## config.mk

```make
export PLATFORM = sky130hd
export DESIGN_NAME = idecode_queue
export DESIGN_NICKNAME = d
export VERILOG_FILES = /design/src/rtl/idecode_queue.sv
export SDC_FILE = /design/constraint.sdc
export NUM_CORES = 1
export LEC_CHECK = 0
export ABC_AREA = 1
export CAP_MARGIN = 20
export CORE_AREA = 2 2 178 180
export CTS_BUF_LIST = sky130_fd_sc_hd__clkbuf_4 sky130_fd_sc_hd__clkbuf_8 sky130_fd_sc_hd__clkbuf_16
export CTS_CLUSTER_DIAMETER = 150
export DETAILED_ROUTE_END_ITERATION = 16
export DIE_AREA = 0 0 180 182
export PLACE_DENSITY = 0.83
export RECOVER_POWER = 100
export SLEW_MARGIN = 0
export SYNTH_ARGS = -nofsm -noshare
export SYNTH_HDL_FRONTEND = slang
export SYNTH_SLANG_ARGS = --single-unit
```

## constraint.sdc

```tcl
create_clock -name clk -period 4.95 [get_ports clk]
set_input_delay 0.7425 -clock clk [delete_from_list [all_inputs] [get_ports clk]]
set_output_delay 0.7425 -clock clk [all_outputs]
set_load 0.02 [all_outputs]
```

## src/rtl/idecode_queue.sv

```systemverilog
// idecode_queue: instruction queue that decodes ARM words as they are pushed
// and presents the decoded head entry to the execute stage.
// Ports:
//   clk, rst            clock, asynchronous active-high reset
//   i_valid/i_instr/i_pc/o_ready   fetch-side push handshake
//   i_flush             drop all queued entries and any offered word
//   o_valid/i_ready     execute-side pop handshake for the head entry
//   o_class..o_target   decoded fields of the head (all 0 when empty)
//   o_count             current occupancy
module idecode_queue #(
    parameter int DEPTH = 4,
    parameter int PC_W  = 32
) (
    input  logic                       clk,
    input  logic                       rst,
    input  logic                       i_valid,
    input  logic [31:0]                i_instr,
    input  logic [PC_W-1:0]            i_pc,
    output logic                       o_ready,
    input  logic                       i_flush,
    output logic                       o_valid,
    input  logic                       i_ready,
    output logic [2:0]                 o_class,
    output logic [3:0]                 o_cond,
    output logic [3:0]                 o_opcode,
    output logic                       o_set,
    output logic                       o_imm,
    output logic                       o_byte,
    output logic                       o_load,
    output logic                       o_pre,
    output logic                       o_up,
    output logic                       o_wb,
    output logic                       o_acc,
    output logic                       o_link,
    output logic [3:0]                 o_rd,
    output logic [3:0]                 o_rn,
    output logic [3:0]                 o_rm,
    output logic [3:0]                 o_rs,
    output logic [11:0]                o_operand2,
    output logic [PC_W-1:0]            o_target,
    output logic [$clog2(DEPTH+1)-1:0] o_count
);

    localparam int AW = $clog2(DEPTH);
    localparam int CW = $clog2(DEPTH+1);

    localparam logic [2:0] C_DP    = 3'd0;
    localparam logic [2:0] C_MUL   = 3'd1;
    localparam logic [2:0] C_SWP   = 3'd2;
    localparam logic [2:0] C_LDST  = 3'd3;
    localparam logic [2:0] C_BR    = 3'd4;
    localparam logic [2:0] C_SWI   = 3'd5;
    localparam logic [2:0] C_UNDEF = 3'd7;

    typedef struct packed {
        logic [2:0]      cls;
        logic [3:0]      cond;
        logic [3:0]      opcode;
        logic            set;
        logic            imm;
        logic            byt;
        logic            load;
        logic            pre;
        logic            up;
        logic            wb;
        logic            acc;
        logic            link;
        logic [3:0]      rd;
        logic [3:0]      rn;
        logic [3:0]      rm;
        logic [3:0]      rs;
        logic [11:0]     op2;
        logic [PC_W-1:0] target;
    } dec_t;

    dec_t          mem [DEPTH];
    dec_t          dec;
    dec_t          head;
    logic [AW-1:0] wr_ptr;
    logic [AW-1:0] rd_ptr;
    logic [CW-1:0] count;
    logic          full;
    logic          push;
    logic          pop;

    logic               is_mul;
    logic               is_swp;
    logic               is_br;
    logic               is_swi;
    logic               is_ldst;
    logic               is_dp;
    logic signed [31:0] br_off;
    logic [PC_W-1:0]    br_off_pc;

    assign full    = (count == CW'(DEPTH));
    assign o_ready = !full;
    assign o_valid = (count != '0);
    assign o_count = count;
    assign push    = i_valid && !full && !i_flush;
    assign pop     = o_valid && i_ready && !i_flush;

    assign is_mul  = (i_instr[27:22] == 6'b000000) && (i_instr[7:4] == 4'b1001);
    assign is_swp  = (i_instr[27:23] == 5'b00010) && (i_instr[21:20] == 2'b00)
                     && (i_instr[11:4] == 8'b0000_1001);
    assign is_br   = (i_instr[27:25] == 3'b101);
    assign is_swi  = (i_instr[27:24] == 4'b1111);
    assign is_ldst = (i_instr[27:26] == 2'b01);
    assign is_dp   = (i_instr[27:26] == 2'b00);

    // Word offset shifted to bytes; the size cast sign-extends or
    // truncates to the PC width in one step.
    assign br_off    = {{6{i_instr[23]}}, i_instr[23:0], 2'b00};
    assign br_off_pc = PC_W'(br_off);

    always_comb begin
        dec      = '0;
        dec.cond = i_instr[31:28];
        dec.cls  = C_UNDEF;
        // Encodings overlap (MUL/SWP sit inside the DP space), so the
        // order of this chain is the decode priority.
        if (is_mul) begin
            dec.cls = C_MUL;
            dec.acc = i_instr[21];
            dec.set = i_instr[20];
            dec.rd  = i_instr[19:16];
            dec.rn  = i_instr[15:12];
            dec.rs  = i_instr[11:8];
            dec.rm  = i_instr[3:0];
        end else if (is_swp) begin
            dec.cls = C_SWP;
            dec.byt = i_instr[22];
            dec.rn  = i_instr[19:16];
            dec.rd  = i_instr[15:12];
            dec.rm  = i_instr[3:0];
        end else if (is_br) begin
            dec.cls    = C_BR;
            dec.link   = i_instr[24];
            dec.target = i_pc + PC_W'(8) + br_off_pc;
        end else if (is_swi) begin
            dec.cls = C_SWI;
        end else if (is_ldst) begin
            dec.cls  = C_LDST;
            dec.imm  = !i_instr[25];
            dec.pre  = i_instr[24];
            dec.up   = i_instr[23];
            dec.byt  = i_instr[22];
            dec.wb   = i_instr[21];
            dec.load = i_instr[20];
            dec.rn   = i_instr[19:16];
            dec.rd   = i_instr[15:12];
            dec.rm   = i_instr[3:0];
        end else if (is_dp) begin
            dec.cls    = C_DP;
            dec.imm    = i_instr[25];
            dec.opcode = i_instr[24:21];
            // TST/TEQ/CMP/CMN always update flags
            dec.set    = i_instr[20] || (i_instr[24:23] == 2'b10);
            dec.rn     = i_instr[19:16];
            dec.rd     = i_instr[15:12];
            dec.rm     = i_instr[3:0];
        end
        if (dec.cls != C_UNDEF) begin
            dec.op2 = i_instr[11:0];
        end
    end

    always_ff @(posedge clk or posedge rst) begin
        if (rst) begin
            wr_ptr <= '0;
            rd_ptr <= '0;
            count  <= '0;
        end else if (i_flush) begin
            wr_ptr <= '0;
            rd_ptr <= '0;
            count  <= '0;
        end else begin
            if (push) begin
                wr_ptr <= wr_ptr + 1'b1;
            end
            if (pop) begin
                rd_ptr <= rd_ptr + 1'b1;
            end
            if (push && !pop) begin
                count <= count + 1'b1;
            end else if (pop && !push) begin
                count <= count - 1'b1;
            end
        end
    end

    // Payload needs no reset: it is only visible while o_valid is set.
    always_ff @(posedge clk) begin
        if (push) begin
            mem[wr_ptr] <= dec;
        end
    end

    assign head = o_valid ? mem[rd_ptr] : '0;

    assign o_class    = head.cls;
    assign o_cond     = head.cond;
    assign o_opcode   = head.opcode;
    assign o_set      = head.set;
    assign o_imm      = head.imm;
    assign o_byte     = head.byt;
    assign o_load     = head.load;
    assign o_pre      = head.pre;
    assign o_up       = head.up;
    assign o_wb       = head.wb;
    assign o_acc      = head.acc;
    assign o_link     = head.link;
    assign o_rd       = head.rd;
    assign o_rn       = head.rn;
    assign o_rm       = head.rm;
    assign o_rs       = head.rs;
    assign o_operand2 = head.op2;
    assign o_target   = head.target;

endmodule
```

# Yosys cells after proc, flatten, opt, wreduce, memory -nomap -nowiden
# Memory sizes are Yosys's and may differ from the RTL's.
# Index checks and enable logic that the tools add are counted.
# totals
regBits	7
n_memories	1
out_inout_bits	85
input_bits	69
ram_bits	320
wordCells	84
# memory_table
name	words	width	read_ports	rd_clocked_by_memory_dff	wr	line	rtl
mem	4	80	1	0	1	76	dec_t mem [DEPTH];
# op_classes
mux	43
n_addsub	6
n_reduce_logical	22
eq_ne	9
# op_table
cell	count
$mux W32	3
$mux W12	7
$mux W80	1
$add A32 B32 Y32	1
$add A32 B4 Y32 const B	1
$mux W3	9
$mux W11	2
$mux W6	3
$mux W4	3
$mux W5	2
$logic_and A1 B1 Y1	9
$mux W1	9
$eq A4 B4 Y1 const B	2
$eq A8 B4 Y1 const B	1
$mux W2	4
$eq A3 B3 Y1 const B	2
$logic_not A6 Y1	1
$reduce_bool A3 Y1	2
$eq A5 B2 Y1 const B	1
$logic_not A1 Y1	5
$add A2 B1 Y2 const B	2
$logic_not A2 Y1	2
$reduce_bool A2 Y1	2
$add A3 B1 Y3 const B	1
other kinds (5)	5

# Depth between registers and ports, before layout
# Gate-level depths: netlist of the first run.
# logic_depth
ltp_word	9
depth_mapped	16
depth_no_buf	16

# Worst setup path before layout of the first run
# No wires, ideal clock.
# synth_timing
path_kind	flip-flop to flip-flop
start	register count[0], in the netlist o_count[0]
end	memory mem[0][0] in the netlist's numbering (enable)
stages_incl_launch_ff	6
period_less_slack_ps	4882
path_buffers	0
t_required_ps	4431
setup_time_ps	519
t_arrival_ps	4363
slack_ps	68
cell_sequence	dfrtp_1 > inv_1 > nand3_2 > and2_4 > nand2_1 > nor2_1
# synth_between
elab_chain_cells	6
# synth_rtl
item	line	rtl
from (decl)	81	logic [CW-1:0] count;
from (signal assigned)	184	count <= count + 1'b1;
from (signal assigned)	186	count <= count - 1'b1;
$eq A3 B3 Y1	95	assign full = (count == CW'(DEPTH));
$logic_not A1 Y1	n/a	
named net o_ready	19	output logic o_ready,
$logic_and A1 B1 Y1 (2 in a row)	99	assign push = i_valid && !full && !i_flush;
$mux W1	193	if (push) begin
$mux W1 (implied by the code)	194	mem[wr_ptr] <= dec;
to (decl)	76	
# The timed path passes the listed nets, and every way through them passes these cells.

# Worst setup path in the final report of the first run
# layout_timing
start	register rd_ptr[0]
end	output port o_opcode[0]
# layout_between
elab_chain_cells	2
# layout_rtl
item	line	rtl
from (decl)	80	logic [AW-1:0] rd_ptr;
from (signal assigned)	181	rd_ptr <= rd_ptr + 1'b1;
$mem_v2 Z4 W80	n/a	
$mux W80	198	assign head = o_valid ? mem[rd_ptr] : '0;
to (decl)	25	output logic [3:0] o_opcode,
# No other way between the ends.

==> reports/metrics.yaml, run 1 <==
postSynth.asyncResetShare_pct: 2.14
multi_input_comb_area_um2: 5230
final.setup_skew_ns: 0.00917
cp_data_arrival_time_ns: 3.67
setup-violations-final: 0
area_growth_syn_to_layout_pct: 18.3
timing.rr.start: "o_count[0]"
power.density_cell_area_nw_per_um2: 460
whs_path_depth: 2
hold_start: "wr_ptr[1]"
cts_buffers: 34
initial_utilization_pct: 51.2
synth.distinct_cells: 39
worst_ep_required_time_ns: 4.21
mostFrequentLayoutCells: "sky130_fd_sc_hd__nor2_1 (429), sky130_fd_sc_hd__edfxtp_1 (320), sky130_fd_sc_hd__nand2_1 (215), sky130_fd_sc_hd__o21ai_0 (172), sky130_fd_sc_hd__inv_1 (136)"
postSynthCellCount: 1613
clock_tree_from_tritoncts: "built"
drt-wirelength-per-cell_um: 19.2
regArea_um2: 9790
drt_first_iter_violations: 1250
critical_path.max_fanout: 57
detail_route.first_pass.iterations: 7
critPathKind: "reg -> out"
fin_nets: 1884
floorplan.die_area_um2: 32800
max-clock-path-buffers: 3
worst_slew_slack_as_a_fraction_of_its_limit_pct: -118
grt.overflow.total: 0
clkLatencyLatePin_ns: 0.51
ir_worst_vdd_v: 0.000437
synth-edff-count: 320
antenna_left: 0
first_pass_grt_wire_length_um: 63900
floorplan.die.height_um: 182
synth_area_per_cell_um2: 9.85
crit_path_end_kind: "output pin"
design_power_total_mw: 8.65
rr_worst_depth: 6
unrepaired_setup_endpoints_after_global_routing: "no"
critical_path.reg2reg.endpoint: "mem[1][44]"
setup.reg_to_reg.worst_slack_ns: 1.00
startpoint_type: "flop"
hold_viol_final: 0
clockRootBuffer: "sky130_fd_sc_hd__clkbuf_16"
synthesis.yosys.warnings: 0
resized_after_cts: 0
row_count: 65
min_period_over_period_pct: 89.2
place.gp.congestion: 1.01
grt_pass1_vias: 11804
layout-drive-gt1-share_pct: 5.24
place.port_buffers: 153
postcts_setup_bufs: 0
number_of_drc_violations_after_detailed_routing: 0
detailroute.via_count: 12023
netlist_top_cells_area: "sky130_fd_sc_hd__edfxtp_1 (61%), sky130_fd_sc_hd__nor2_1 (10%), sky130_fd_sc_hd__o21ai_0 (5.4%)"
postCtsHoldBufs: 0
tritoncts_num_sinks: 327
finalCriticalPeriod_ns: 4.42
grt_util_all_layers_pct: 25.1
fin_setup_tns_ns: 0
synth.largest_area_cell: "sky130_fd_sc_hd__edfxtp_1"
antenna_found_initial: 0
outcome: "complete, but fails checks"
timing.max_cap.violations: 7
synth_nets: 1745
drt-vias-per-instance: 5.52
layout_commonest_cell: "sky130_fd_sc_hd__nor2_1"
dpl_hpwl_um: 27900
drt_wirelength_um: 41700
post-synth-top-area-fraction_pct: 60.5
boundaryPins: 154
max_clock_freq_mhz: 226
grt_max_degree: 81
violations: "capacitance limit, slew limit"
path_clk_slew_ns: 0.06
tightest_slew_ns: 3.27
core_area_um2: 31000
min_delay_path_class: "reg -> reg"
die-width_um: 180
synth_flop_type: "sky130_fd_sc_hd__edfxtp_1"
num-fill-cells: 2425
synth_sequential_area_ratio_pct: 61.6
htree_levels: 2
p_leak_nw: 7.40
synth_area_um2: 15900
synth.ff_latch_count: 327
timing_max_transition_violations_final: 327
min_delay_worst_endpoint: "wr_ptr[1]"
metrics by stage:
stage / instance area [um^2] / hold slack [ns] / util (%) / cells / setup WS [ns]
2_1_floorplan: 15900 / 0.492 / - / 1613 / 0.0681
3_3_place_gp: 17800 / 0.522 / 57.5 / 2118 / 1.31
3_5_place_dp: 17800 / 0.540 / 57.5 / 2118 / 1.32
4_1_cts: 18900 / 0.474 / 61.0 / 2177 / 0.738
5_1_grt: 18800 / 0.585 / 60.6 / 2177 / 0.297
6_report: 18800 / 0.555 / 60.6 / 2179 / 0.534
final cells by class:
| class | instances | share of cell area (%) |
|---|---|---|
| Sequential cell | 327 | 52.1 |
| Clock inverter | 18 | 0.833 |
| Inverter | 141 | 2.85 |
| Clock buffer | 41 | 4.90 |
| Tap cell | 402 | 2.68 |
| Multi-Input combinational cell | 1078 | 27.8 |
| Timing Repair Buffer | 170 | 8.78 |
| Antenna cell | 2 | 0.0266 |
critical path, cell delays in order (launching register included):
cell	delay [ns]
sky130_fd_sc_hd__dfrtp_4	0.65
sky130_fd_sc_hd__clkinv_2	0.67
sky130_fd_sc_hd__clkbuf_2	0.64
sky130_fd_sc_hd__o21ai_0	0.32
sky130_fd_sc_hd__a21oi_1	0.15
sky130_fd_sc_hd__dlygate4sd3_1	0.70
worst max-delay path by stage:
stage	startpoint	endpoint	slack (ns)	cells after the start
5_1_grt	rd_ptr[0]	o_opcode[0]	0.30	5
3_5_place_dp	rd_ptr[0]	o_target[27]	1.32	5
4_1_cts	rd_ptr[0]	o_target[27]	0.74	5
3_3_place_gp	rd_ptr[0]	o_target[27]	1.31	5
2_1_floorplan	o_count[0]	mem[0][0]	0.07	5
6_report	rd_ptr[0]	o_opcode[0]	0.53	5
state kept, by name (all words and copies together) (netlist names):
signal	count
mem	320
o_count	3
rd_ptr	2
wr_ptr	2
synth_stat cells (2+ instances only):
library cell and instances:
sky130_fd_sc_hd__o22ai_1 2, sky130_fd_sc_hd__nand2_2 4, sky130_fd_sc_hd__o21bai_1 4, sky130_fd_sc_hd__dfrtp_1 7, sky130_fd_sc_hd__a21oi_1 109, sky130_fd_sc_hd__inv_1 134, sky130_fd_sc_hd__nand3_2 5, sky130_fd_sc_hd__nand2_1 214
sky130_fd_sc_hd__o21ai_0 170, sky130_fd_sc_hd__nor2_1 432, sky130_fd_sc_hd__clkbuf_2 9, sky130_fd_sc_hd__inv_2 4, sky130_fd_sc_hd__buf_2 22, sky130_fd_sc_hd__xor2_1 5, sky130_fd_sc_hd__xnor2_1 6, sky130_fd_sc_hd__buf_4 3
sky130_fd_sc_hd__fa_1 2, sky130_fd_sc_hd__nor2_4 2, sky130_fd_sc_hd__o21ai_1 2, sky130_fd_sc_hd__nand3_1 35, sky130_fd_sc_hd__edfxtp_1 320, sky130_fd_sc_hd__nand4_1 2, sky130_fd_sc_hd__clkbuf_1 31, sky130_fd_sc_hd__nor2_2 6
sky130_fd_sc_hd__nor3_1 5, sky130_fd_sc_hd__and2_1 3, sky130_fd_sc_hd__inv_4 3, sky130_fd_sc_hd__ha_1 61
power breakdown:
group	switching, mW	internal, mW	leakage [nW]
sequential	0.0719	3.22	3.00
combinational	1.89	1.00	3.87
clock	1.03	1.44	0.529
total	2.99	5.66	7.40
cell families (layout without fill, tap and decap cells):
| kind of cell | Yosys count | in the layout | share of synthesized area (%) |
|---|---|---|---|
| simple gates | 715 | 715 | 18.2 |
| buf+inv | 208 | 370 | 5.33 |
| xor+xnor | 11 | 11 | 0.607 |
| flops | 327 | 327 | 61.6 |
| compound gates | 289 | 289 | 9.23 |
| fa+ha+maj | 63 | 63 | 5.06 |
| other cells | 0 | 2 | 0 |
routing by layer:
metal	global-route usage, %	part of all wire [%]
met5	0	0
met2	42.5	49
met1	31.5	38
met4	12.5	5.1
met3	3.89	8.0
Note: power is estimated with default switching activity, not from simulation.
==> inputs of run 2 (changes only) <==
--- a/config.mk
+++ b/config.mk
@@ -7,12 +7,12 @@
 export LEC_CHECK = 0
 export ABC_AREA = 1
 export CAP_MARGIN = 20
-export CORE_AREA = 2 2 178 180
+export CORE_AREA = 2 2 166 168
 export CTS_BUF_LIST = sky130_fd_sc_hd__clkbuf_4 sky130_fd_sc_hd__clkbuf_8 sky130_fd_sc_hd__clkbuf_16
 export CTS_CLUSTER_DIAMETER = 150
 export DETAILED_ROUTE_END_ITERATION = 16
-export DIE_AREA = 0 0 180 182
-export PLACE_DENSITY = 0.83
+export DIE_AREA = 0 0 168 170
+export PLACE_DENSITY = 0.89
 export RECOVER_POWER = 100
 export SLEW_MARGIN = 0
 export SYNTH_ARGS = -nofsm -noshare
==> constraint.sdc (replaced) <==
create_clock -name clk -period 5.68 [get_ports clk]
set_input_delay 0.852 -clock clk [delete_from_list [all_inputs] [get_ports clk]]
set_output_delay 0.852 -clock clk [all_outputs]
set_load 0.02 [all_outputs]
==> run 2 against run 1 <==
Effect of this change:
- the run still ends with capacitance limit, slew limit left
- wire length down 0.71%
- clock power down 12%
- count of clock-buffer cells in the layout up 3
- critical path depth unchanged
- combinational power down 14%
==> reports/metrics.yaml, run 2 (synthesized netlist as in run 1, its figures left out) <==
timing.rr.start: "o_count[1]"
timing.max_cap.violations: 9  # +2
first_pass_grt_wire_length_um: 62700  # -1.8%
setup.reg_to_reg.worst_slack_ns: 1.25  # +0.25 ns
htree_levels: 2  # unchanged
crit_path_end_kind: "flop"
p_leak_nw: 7.41  # +0.15%
mostFrequentLayoutCells: "sky130_fd_sc_hd__nor2_1 (433), sky130_fd_sc_hd__edfxtp_1 (320), sky130_fd_sc_hd__nand2_1 (216), sky130_fd_sc_hd__o21ai_0 (172), sky130_fd_sc_hd__inv_1 (135)"
dpl_hpwl_um: 27100  # -2.9%
grt_met1_use_pct: 35.7  # +4.2 points
drt-wirelength-per-cell_um: 19.6  # +2.1%
top_usage_layer: "met2"
resized_after_cts: 0  # unchanged
boundaryPins: 154  # unchanged
path_clk_slew_ns: 0.06  # about the same
drt_first_iter_violations: 1497  # +20%
critPathKind: "in -> reg"
startpoint_type: "input port"
met3_use_gr_pct: 4.28  # +0.39 points
setup-violations-final: 0  # unchanged
detail_route.first_pass.iterations: 5  # -2
area_growth_syn_to_layout_pct: 17.6
clockRootBuffer: "sky130_fd_sc_hd__clkbuf_16"
core_area_um2: 26700  # -14%
whs_path_depth: 2  # unchanged
detailroute.via_count: 12405  # +3.2%
max_clock_freq_mhz: 206
worst_slew_slack_as_a_fraction_of_its_limit_pct: -100  # +18 points
tritoncts_num_sinks: 327  # unchanged
violations: "capacitance limit, slew limit"
outcome: "complete, but fails checks"
postCtsHoldBufs: 0  # unchanged
max-clock-path-buffers: 3  # unchanged
layout_commonest_cell: "sky130_fd_sc_hd__nor2_1"
postPlaceCellArea_um2: 17700  # -0.73%
drt_wirelength_um: 41400  # -0.71%
clock_tree_from_tritoncts: "built"
largest_register_ff_count: 320  # unchanged
floorplan.die_area_um2: 28600  # -13%
grt_util_all_layers_pct: 28.6  # +3.5 points
min_period_over_period_pct: 85.6
critical_path.max_fanout: 38  # -33%
layout-drive-gt1-share_pct: 5.24  # about the same
tightest_slew_ns: 3.00  # -0.264 ns
row_count: 60  # -7.7%
floorplan.die.height_um: 170  # -6.6%
number_of_drc_violations_after_detailed_routing: 0  # unchanged
hold_viol_final: 0  # unchanged
unrepaired_setup_endpoints_after_global_routing: "no"
hold_start: "wr_ptr[1]"
cts_buffers: 34  # unchanged
cp_data_arrival_time_ns: 4.93  # +1.26 ns
final.setup_skew_ns: 0.0187  # +0.00955 ns
place.port_buffers: 153  # unchanged
timing_max_transition_violations_final: 309  # -5.5%
final_design_area_no_fill_um2: 18700  # -0.55%
drt-vias-per-instance: 5.85  # +6.1%
grt.overflow.total: 0  # unchanged
use_met2_pct: 49.0  # +6.5 points
worst_ep_required_time_ns: 5.75  # +1.54 ns
largest-register: "mem"
antenna_found_initial: 2  # +2
critical_path.reg2reg.endpoint: "mem[1][30]"
finalCriticalPeriod_ns: 4.86
min_delay_worst_endpoint: "wr_ptr[1]"
power.density_cell_area_nw_per_um2: 404  # -12%
grt_max_degree: 97  # +20%
place.gp.congestion: 0.921  # -8.8%
die-width_um: 168  # -6.7%
clkLatencyLatePin_ns: 0.52  # about the same
min_delay_path_class: "reg -> reg"
ir_worst_vdd_v: 0.000445  # +1.8%
initial_utilization_pct: 59.6  # +8.3 points
fin_nets: 1883  # -0.053%
fin_setup_tns_ns: 0  # unchanged
grt_pass1_vias: 11864  # +0.51%
rr_worst_depth: 6  # unchanged
antenna_left: 0  # unchanged
postcts_setup_bufs: 0  # unchanged
==> run 2: cell types whose count changed in the layout (fill, tap and decap cells not counted), sizes merged <==
cell	change
clkbuf	+3
clkdlybuf4s50	-3
dlygate4sd3	+3
buf	-1
clkinv	+1
clkinvlp	-1
inv	-1
==> run 2: cell type report <==
cell class / count / area, um^2
clock inverter: 17 / 160
clock buffer: 44 / 945
antenna: 2 / 5.00
multi-input combinational: 1078 / 5200
sequential: 327 / 9790
tap: 341 / 427
fill: 1784 / 7970
inverter: 141 / 536
timing repair buffer: 169 / 1620
==> run 2: through the flow <==
step	worst slack (ns)	power, mW	hold WS, ns	utilization (%)	std cells
finish	0.819	7.55	0.578	70.1	2119
global route	0.605	7.85	0.610	70.1	2119
CTS	1.13	7.69	0.571	70.5	2117
global placement	1.82	5.46	0.525	66.3	2055
floorplan	0.694	4.41	0.492	-	1613
detailed placement	1.68	5.52	0.557	66.4	2056
==> run 2: how the worst max path moves through the flow <==
stage	start	cells after the start	endpoint
after CTS	rd_ptr[0]	6	o_rm[3]
after global placement	rd_ptr[0]	6	o_rm[3]
after global routing	i_flush	5	mem[1][30]
after floorplan	i_valid	3	mem[0][0]
after detailed placement	rd_ptr[0]	6	o_rm[3]
final	i_flush	5	mem[1][30]
==> run 2: layer usage <==
metal  wire length [um]  part of all wire, %  vias up
met5                  0                    0        -
met3               3320                  8.0      150
met4               2230                  5.4        0
li1                   -                    -     5691
met1              15500                   37     5848
met2              20400                   49      716
==> run 2: worst max-delay path, stage by stage <==
cell and delay (ns):
sky130_fd_sc_hd__dlygate4sd3_1 0.58, sky130_fd_sc_hd__inv_1 0.16, sky130_fd_sc_hd__nand2_1 0.17, sky130_fd_sc_hd__nor2_1 1.18
sky130_fd_sc_hd__clkbuf_1 1.94
==> run 2: where the power goes <==
| part | internal [mW] | switching, mW |
|---|---|---|
| registers | 2.81 | 0.0774 |
| logic | 0.860 | 1.63 |
| clock network | 1.28 | 0.892 |
